==> src/rtl/store_narrower_pkg.sv <==
// rtl/store_narrower_pkg.sv - shared encodings for the store narrowing path
// Purpose: store size codes, FSM state codes and memory port width.
package store_narrower_pkg;

   localparam int MEM_WIDTH = 16;

   typedef enum logic [1:0] {
      SZ_BYTE = 2'b00,
      SZ_HALF = 2'b01,
      SZ_WORD = 2'b10,
      SZ_RSVD = 2'b11
   } size_e;

   typedef enum logic [1:0] {
      IDLE    = 2'b00,
      BEAT_LO = 2'b01,
      BEAT_HI = 2'b10,
      FIN     = 2'b11
   } state_e;

endpackage

==> src/rtl/store_narrower_narrow_check.sv <==
// rtl/store_narrower_narrow_check.sv - alignment and truncation check for a memory access
// Purpose: combinational misalign/reserved-size error and truncation flag.
// Ports:
//   size    in  2   access size code
//   addr_lo in  2   low two address bits
//   data    in  32  right-justified store data
//   err     out 1   reserved size or misaligned access
//   ovf     out 1   value not reproducible by sign-extending the stored bits
module narrow_check
   import store_narrower_pkg::*;
(
   input  logic [1:0]  size,
   input  logic [1:0]  addr_lo,
   input  logic [31:0] data,
   output logic        err,
   output logic        ovf
);

   always_comb begin
      err = 1'b0;
      ovf = 1'b0;
      case (size)
         SZ_BYTE: ovf = !((&data[31:7]) || !(|data[31:7]));
         SZ_HALF: begin
            err = addr_lo[0];
            ovf = !((&data[31:15]) || !(|data[31:15]));
         end
         SZ_WORD: err = |addr_lo;
         default: err = 1'b1;
      endcase
   end

endmodule

==> src/rtl/store_narrower.sv <==
// rtl/store_narrower.sv - narrows 32-bit stores onto a 16-bit handshaked write port
// Purpose: accepts byte/half/word stores, emits one or two little-endian beats.
// Ports:
//   clk_i, rst_i               clock, synchronous active-high reset
//   req_valid_i/req_ready_o    store request handshake (ready only in IDLE)
//   addr_i, data_i, size_i     store byte address, right-justified data, size
//   mem_valid_o/mem_ready_i    write beat handshake
//   mem_addr_o, mem_data_o     even-aligned beat address, beat data
//   mem_be_o                   byte enables, bit0 = low byte
//   done_o, err_o, ovf_o       completion, rejection and truncation pulses
module store_narrower
   import store_narrower_pkg::*;
#(
   parameter int ADDR_WIDTH = 32,
   parameter bit DUP_BYTE   = 1'b1
)
(
   input  logic                  clk_i,
   input  logic                  rst_i,
   input  logic                  req_valid_i,
   output logic                  req_ready_o,
   input  logic [ADDR_WIDTH-1:0] addr_i,
   input  logic [31:0]           data_i,
   input  logic [1:0]            size_i,
   output logic                  mem_valid_o,
   input  logic                  mem_ready_i,
   output logic [ADDR_WIDTH-1:0] mem_addr_o,
   output logic [MEM_WIDTH-1:0]  mem_data_o,
   output logic [1:0]            mem_be_o,
   output logic                  done_o,
   output logic                  err_o,
   output logic                  ovf_o
);

   state_e                state_q, state_d;
   logic [ADDR_WIDTH-1:0] addr_q;
   logic [31:0]           data_q;
   logic [1:0]            size_q;
   logic                  err_q, ovf_q;
   logic                  chk_err, chk_ovf;
   logic                  accept;

   narrow_check u_check (
      .size    (size_i),
      .addr_lo (addr_i[1:0]),
      .data    (data_i),
      .err     (chk_err),
      .ovf     (chk_ovf)
   );

   assign accept = req_valid_i && req_ready_o;

   always_ff @(posedge clk_i) begin
      if (rst_i) begin
         state_q <= IDLE;
         addr_q  <= '0;
         data_q  <= '0;
         size_q  <= '0;
         err_q   <= 1'b0;
         ovf_q   <= 1'b0;
      end else begin
         state_q <= state_d;
         if (accept) begin
            addr_q <= addr_i;
            data_q <= data_i;
            size_q <= size_i;
            err_q  <= chk_err;
            // A rejected store writes nothing, so nothing was truncated.
            ovf_q  <= chk_ovf && !chk_err;
         end
      end
   end

   // Outputs decode only registered state, so mem_ready_i never reaches mem_valid_o.
   always_comb begin
      state_d     = state_q;
      req_ready_o = 1'b0;
      mem_valid_o = 1'b0;
      mem_addr_o  = '0;
      mem_data_o  = '0;
      mem_be_o    = 2'b00;
      done_o      = 1'b0;
      err_o       = 1'b0;
      ovf_o       = 1'b0;
      case (state_q)
         IDLE: begin
            req_ready_o = 1'b1;
            // Rejections pass through FIN so done/err pulse the cycle after accept.
            if (accept) state_d = chk_err ? FIN : BEAT_LO;
         end
         BEAT_LO: begin
            mem_valid_o = 1'b1;
            mem_addr_o  = {addr_q[ADDR_WIDTH-1:1], 1'b0};
            if (size_q == SZ_BYTE) begin
               mem_be_o = addr_q[0] ? 2'b10 : 2'b01;
               if (DUP_BYTE)
                  mem_data_o = {data_q[7:0], data_q[7:0]};
               else
                  mem_data_o = addr_q[0] ? {data_q[7:0], 8'h00} : {8'h00, data_q[7:0]};
            end else begin
               mem_be_o   = 2'b11;
               mem_data_o = data_q[15:0];
            end
            if (mem_ready_i) state_d = (size_q == SZ_WORD) ? BEAT_HI : FIN;
         end
         BEAT_HI: begin
            mem_valid_o = 1'b1;
            mem_addr_o  = addr_q + ADDR_WIDTH'(2);
            mem_data_o  = data_q[31:16];
            mem_be_o    = 2'b11;
            if (mem_ready_i) state_d = FIN;
         end
         FIN: begin
            done_o  = 1'b1;
            err_o   = err_q;
            ovf_o   = ovf_q;
            state_d = IDLE;
         end
         default: state_d = IDLE;
      endcase
   end

endmodule

==> config.mk <==
export PLATFORM = sky130hd
export DESIGN_NAME = store_narrower
export DESIGN_NICKNAME = d
export VERILOG_FILES = /design/src/rtl/store_narrower_pkg.sv /design/src/rtl/store_narrower_narrow_check.sv /design/src/rtl/store_narrower.sv
export SDC_FILE = /design/constraint.sdc
export NUM_CORES = 1
export LEC_CHECK = 0
export ABC_AREA = 1
export BUFFER_PORTS_ARGS = -buffer_cell sky130_fd_sc_hd__buf_2
export CAP_MARGIN = 20
export CORE_MARGIN = 2
export CORE_UTILIZATION = 30
export CTS_CLUSTER_SIZE = 28
export DETAILED_ROUTE_END_ITERATION = 7
export SLEW_MARGIN = 20
export SYNTH_ARGS = -nofsm -noshare
export SYNTH_HDL_FRONTEND = slang
export SYNTH_HIERARCHICAL = 1
export SYNTH_SLANG_ARGS = --single-unit
export TNS_END_PERCENT = 30
==> constraint.sdc <==
create_clock -name clk_i -period 3.9 [get_ports clk_i]
set_input_delay 0.585 -clock clk_i [delete_from_list [all_inputs] [get_ports clk_i]]
set_output_delay 0.585 -clock clk_i [all_outputs]
set_load 0.05 [all_outputs]
### Word level (Yosys, flattened, before mapping)

Index checks and enable logic that the tools add are counted.

* add/subtract/negate cells: 1
* multiply operators: 0
* div/mod/pow operators: 0
* magnitude comparators: 0
* equal/unequal tests: 9
* shift-type cells: 0
* multiplexer cells: 19
* bitwise logic cells: 0
* reduce and logical (&&, ||, !) cells: 19

Operators by type and width (count)
* one-hot mux 32 bit (2 select lines): 1
* adder 32 x 2 -> 32 bit (second input constant): 1
* one-hot mux 16 bit (2 select lines): 1
* AND reduction 25 bit: 1
* OR reduction 25 bit: 1
* AND reduction 17 bit: 1
* OR reduction 17 bit: 1
* 2-to-1 mux 16 bit: 1
* 2-to-1 mux 2 bit: 6
* equality test 2 bit (second input constant): 4
* one-hot mux 2 bit (4 select lines): 1
* logical NOT 2 bit: 3
* 2-to-1 mux 1 bit: 6
* != test 2 bit (second input constant): 3
* logical NOT 1 bit: 5
* equality test 2 x 1 -> 1 bit (second input constant): 2
* one-hot mux 2 bit (2 select lines): 1
* OR reduction 2 bit: 2
* one-hot mux 1 bit (3 select lines): 1
* AND reduction 3 bit: 1
* logical AND 1 bit: 2
* logical OR 1 bit: 2
* one-hot mux 1 bit (2 select lines): 1

* register bits: 70
* bits in latches: 0
* bits in writable memories: 0
* ROM bits: 0
* input bits: 70
* output and inout port bits: 55
* word-level logic and storage cells: 54
* memories: 0

### Longest topological paths before layout

Gate-level depths: netlist of the first run.

* word-level depth: 6
* depth in mapped cells: 9
* mapped depth without buffers: 9

### Modules after synthesis

Netlist of the first run, hierarchy kept.

Modules (own cells, without submodules)
* store_narrower: times used 1, cells each 675, area an instance 4180.3 sq um, sequential area each 1401.3 sq um
* narrow_check: times used 1, cells each 59, area an instance 234.0 sq um, sequential area each 0.0 sq um

### Least setup slack after synthesis of the first run

No wires, ideal clock.

* path kind: register to output
* start point: register state_q[0]
* end point: output port mem_addr_o[7]
* data arrival time: 2.674 ns
* required time: 3.315 ns
* setup slack: 0.641 ns
* stages on the path, launching flop included: 6
* buffers on the path: 1
* cell sequence: dfxtp_1 inv_1 ha_1 inv_1 buf_1 a211oi_1

* word-level cells in the longest chain between the ends: 2
* elaborated cells on any way between the ends: 3
* those cells by class: eq/ne: 2; mux: 1

RTL lines
* from (decl): line store_narrower.sv:35 `state_e state_q, state_d;`
* from (signal assigned): line store_narrower.sv:62 `state_q <= state_d;`
* equality test 2 bit or equality test 2 x 1 -> 1 bit (tied branches): line store_narrower.sv:85 `case (state_q)`
* one-hot mux 32 bit (2 select lines) (*): line store_narrower.sv:85
* to (decl): line store_narrower.sv:27 `output logic [ADDR_WIDTH-1:0] mem_addr_o,`

Every way passes the cells marked *; elsewhere a longest branch is shown, timed or not.

### Final worst setup path of the first run

* start point: register state_q[0]
* end point: output port mem_addr_o[10]

The elaborated chain is that of the path after synthesis.

==> out/qor.yml, run 1 <==
outcome:
  outcome: "finished clean"
sta:
  fmax_mhz: 322
  max_slew_margin_pct: 38.9
  slew_viol_final: 0
  setup_total_negative_slack_ns: 0
  setup_violations: 0
  skew_ns: 0.00549
  rsz0062_at_grt: "false"
  worstMarginPinSlew_ns: 0.917
  fin_crit_ns: 3.11
  hold_viol: 0
  fin_crit_sh_pct: 79.6
global_routing:
  antenna_found_initial: 0
  grt_max_degree: 92
  grt_first_pass_wirelength_mm: 24.5
  grt_pass1_vias: 4792
  grt.overflow.total: 0
  grt_use_total_pct: 19.4
clock_network:
  cts_tree: "done"
  cts_setup_buffers: 0
  clk_latency_ns: 0.34
  cts.sinks: 70
  htreeDepth: 3
  clock_path_buffers: 2
  cts-root-buf: "clkbuf_16"
  cts_hold_buf: 0
  post_cts_resized: 0
  clkTransAtPathRegs_ns: 0.05
  numCtsBuffers: 9
die:
  io_pins: 125
  row_count: 44
  die_w_um: 125
  initial_core_util_pct: 30.5
  coreArea_mm2: 0.0145
  die_h_um: 125
  dieArea_mm2: 0.0157
logic_synthesis:
  netlist_instances: 734
  synth_area_mm2: 0.00441
  synth_common_cells: "nand2_1, nor2_1, a21oi_1"
  ys_ff_latch: 70
  synth.avg_cell_area_um2: 6.01
  ys_async_sr_fraction_pct: 0
  synth.net_count: 809
  synth_area_leader_cell: "dfxtp_1"
  ys_warn_count: 6
  synth_edf_count: 0
  synth_area_leaders: "dfxtp_1, nand2_1, a21oi_1"
  synth-main-ff-cell: "dfxtp_1"
  synth_cell_type_count: 31
  ys_seq_area_share_pct: 31.7
  synth.most_common_cell: "nand2_1"
  synth_top_area_share_pct: 31.7
cells_and_area:
  nNetsFinal: 916
  diodes: 0
  n_fill_cell: 1631
  drive_gt1_share_pct: 21.3
  utilization_pct: 37.6
  syn2layout_area_growth_pct: 23.4
worst_setup_path:
  crit_path_start_kind: "flop"
  critPathKind: "reg2out"
  required_ns: 3.31
  arrival_ns: 2.52
  worstPathMaxFanout: 22
  crit_path_end_kind: "primary output"
power:
  p_per_area_mw_per_mm2: 642
  peakVddDrop_mv: 0.330
  finalPower_w: 0.00350
  power_leakage_nw: 2.25
detailed_routing:
  drt.antenna.violating_nets: 0
  drt_wl_total_mm: 15.0
  drc: 0
  drt-vias-per-instance: 4.82
  drt_iter0_markers: 402
  drtPass1Iterations: 5
  vias: 4959
  wire_per_inst_um: 14.6
placed_design:
  place_hpwl_mm: 11.1
  portBuffers: 124
  gp_congestion: 0.915
run:
  maxCapViolCount: 0
hold_path:
  hp-class: "reg2reg"
==> registers in the layout, indices dropped and copies added (netlist names) <==
signal / flops
err_q: 1
size_q: 2
ovf_q: 1
state_q: 2
data_q: 32
addr_q: 32
==> layout by cell type (no fill, tap or decap) <==
master and count:
nor3_1 1, nand3_1 31, a21oi_2 6, dfxtp_1 70, nand2_2 9, o211a_1 1
o211ai_1 4, nor2_4 6, inv_2 3, nand4_1 1, nor2_2 9, o21bai_2 1
clkbuf_1 3, a21oi_1 91, nand2_1 258, ha_1 5, or2_0 1, a211oi_1 27
and2_1 2, nand2_4 1, buf_4 8, or2_2 2, o21ai_0 16, clkinv_1 1
nor2_1 98, inv_1 50, bufinv_16 1, o22ai_1 2, a311oi_1 1, o31ai_1 1
clkbuf_16 9, buf_2 124, clkinv_2 1
==> cell families (layout without fill, tap and decap cells) <==
kind of cell,after synthesis,count (layout),share of synthesized area [%]
compound gates,150,150,19.7
fa+ha+maj,5,5,1.42
simple gates,419,419,39.0
buf+inv,90,200,8.08
flops,70,70,31.7
==> power by group <==
group / total, W / internal, W / switching (W) / leakage (nW)
sequential: 0.00102 / 0.000874 / 0.000146 / 0.576
combinational: 0.00169 / 0.000415 / 0.00127 / 1.54
clock: 0.000790 / 0.000488 / 0.000303 / 0.132
==> layout make-up <==
class | count | area [µm²] | share of cell area [%]
clock buffers | 12 | 236 | 4.34
flip-flops and latches | 70 | 1400 | 25.7
repair buffers | 132 | 681 | 12.5
multi-input cells | 574 | 2660 | 48.8
well taps | 184 | 230 | 4.23
inverters | 54 | 203 | 3.72
clock inverters | 2 | 35.0 | 0.643
==> worst max-delay path, stage by stage, from the launching register on <==
cell     delay, ns
dfxtp_1       0.34
inv_1         0.11
ha_1          0.18
buf_4         0.29
inv_2         0.18
nor2_1        0.24
nand2_1       0.09
nor2_1        0.16
nand2_1       0.07
a21oi_1       0.22
buf_2         0.31
==> worst paths after layout <==
check / from / endpoint / slack (ns) / cells past startpoint
worst min register to register: data_q[16]$_SDFFE_PP0P_ / data_q[16]$_SDFFE_PP0P_ / 0.46 / 2
worst max-delay path: state_q[0]$_SDFFE_PP0P_ / mem_addr_o[10] / 0.79 / 10
worst min-delay path: data_q[16]$_SDFFE_PP0P_ / data_q[16]$_SDFFE_PP0P_ / 0.46 / 2
worst max register to register: state_q[0]$_SDFFE_PP0P_ / addr_q[11]$_SDFFE_PP0P_ / 1.83 / 6
==> stage by stage <==
stage	area, µm²	setup WS (ns)	hold WS (ns)	std cells
after global routing	5450	0.583	0.487	1028
after detailed placement	5170	1.16	0.455	1014
after global placement	5170	1.23	0.456	1014
after floorplan	4410	0.641	0.441	734
after CTS	5450	0.779	0.464	1028
final	5450	0.794	0.463	1028
==> metal layers <==
| metal | track usage (%) | vias up | part of all wire [%] |
|---|---|---|---|
| li1 | - | 2573 | - |
| met1 | 24.3 | 2218 | 45 |
| met2 | 32.5 | 150 | 47 |
| met3 | 4.92 | 18 | 6.1 |
| met4 | 6.41 | 0 | 1.9 |
| met5 | 0 | - | 0 |
No activity file was read; power rests on OpenSTA's default activity.
==> run 2, diff against run 1 <==
Clock period 3.9 ns to 3.1 ns, I/O delays scaled along.
==> out/qor.yml, run 2 (synthesis results as in run 1) <==
detailed_routing:
  drtPass1Iterations: 5
  wire_per_inst_um: 14.7
  drt_wl_total_mm: 15.1
  vias: 4956
  drt-vias-per-instance: 4.80
  drc: 0
  drt.antenna.violating_nets: 0
  drt_iter0_markers: 402
die:
  coreArea_mm2: 0.0145
  initial_core_util_pct: 30.5
  dieArea_mm2: 0.0157
  die_w_um: 125
  row_count: 44
  die_h_um: 125
  io_pins: 125
run:
  maxCapViolCount: 0
clock_network:
  cts_setup_buffers: 0
  cts-root-buf: "clkbuf_16"
  htreeDepth: 3
  cts_tree: "done"
  cts_hold_buf: 0
  clkTransAtPathRegs_ns: 0.06
  cts.sinks: 70
  clock_path_buffers: 2
  numCtsBuffers: 9
  post_cts_resized: 0
  clk_latency_ns: 0.34
global_routing:
  grt_max_degree: 92
  grt.overflow.total: 0
  grt_pass1_vias: 4620
  grt_use_total_pct: 19.2
  antenna_found_initial: 0
  grt_first_pass_wirelength_mm: 23.9
cells_and_area:
  drive_gt1_share_pct: 22.1
  diodes: 0
  syn2layout_area_growth_pct: 24.1
  nNetsFinal: 919
  regArea_mm2: 0.00140
  largestRegisters: "addr_q: 32 flops, data_q: 32 flops"
  multi_input_comb_area_mm2: 0.00266
  final_common_cell: "nand2_1"
  n_fill_cell: 1672
  layout_common_cells: "nand2_1, buf_2, nor2_1, a21oi_1, dfxtp_1"
  fin_cells: 1033
sta:
  fin_hold_ws_ns: 0.372
  fin_crit_sh_pct: 95.3
  rsz0062_at_grt: "false"
  slew_viol_final: 0
  hold_viol: 0
  setup_total_negative_slack_ns: 0
  fmax_mhz: 339
  worstMarginPinSlew_ns: 0.921
  fin_crit_ns: 2.95
  setup_violations: 0
  max_slew_margin_pct: 38.6
  skew_ns: 0.00763
worst_setup_path:
  critPathKind: "reg2out"
  reg2reg_depth: 6
  worstPathMaxFanout: 9
  crit_path_start_kind: "flop"
  required_ns: 2.63
  arrival_ns: 2.49
  crit_path_end_kind: "primary output"
hold_path:
  hold_depth: 3
  hp-class: "in2reg"
placed_design:
  place_hpwl_mm: 11.4
  dp.cells: 1017
  portBuffers: 124
  gp_congestion: 0.954
power:
  p_per_area_mw_per_mm2: 807
  power_leakage_nw: 2.26
  peakVddDrop_mv: 0.398
outcome:
  outcome: "finished clean"
[run 2: critical path: stages, from the launching register on]
cell and delay, ns:
dfxtp_1 0.34, inv_1 0.11, ha_1 0.42, inv_2 0.20
nor2_1 0.22, nand2_1 0.10, nor2_1 0.15, a21oi_1 0.08
nor2_1 0.22, buf_2 0.31
[run 2: routing by layer]
metal,track usage [%],vias up,wire length (µm)
met1,24.5,2173,6780
met3,4.41,23,1020
met4,5.42,0,286
met5,0,-,0
met2,32.4,172,7050
li1,-,2588,-
[run 2: path summary, 6_finish.rpt]
path	start	end	slack, ns
max	state_q[0]$_SDFFE_PP0P_	mem_addr_o[18]	0.15
min	addr_i[8]	addr_q[8]$_SDFFE_PP0P_	0.37
max reg2reg	state_q[0]$_SDFFE_PP0P_	addr_q[6]$_SDFFE_PP0P_	1.06
min reg2reg	data_q[24]$_SDFFE_PP0P_	data_q[24]$_SDFFE_PP0P_	0.47
[run 2: report_power, final]
group | switching [W] | total, W | internal (W)
Clock | 0.000411 | 0.000974 | 0.000563
Combinational | 0.00161 | 0.00216 | 0.000548
Sequential | 0.000187 | 0.00129 | 0.00110
Total | 0.00221 | 0.00442 | 0.00221
[run 2: final cells by class]
class	instances	area share, %
Multi-Input combinational cell	574	48.6
Timing Repair Buffer	135	12.8
Clock buffer	11	4.43
Sequential cell	70	25.6
Inverter	54	3.70
Tap cell	184	4.20
Clock inverter	5	0.639
[run 2: per-stage QoR]
stage / total power, W / worst slack, ns / utilization, % / instance area (µm²)
detailed placement: 0.00347 / 0.551 / 35.9 / 5200
finish: 0.00442 / 0.147 / 37.8 / 5480
global route: 0.00472 / 0.00268 / 37.8 / 5480
floorplan: 0.00284 / 0.108 / - / 4420
global placement: 0.00346 / 0.623 / 35.9 / 5200
CTS: 0.00446 / 0.186 / 37.8 / 5480
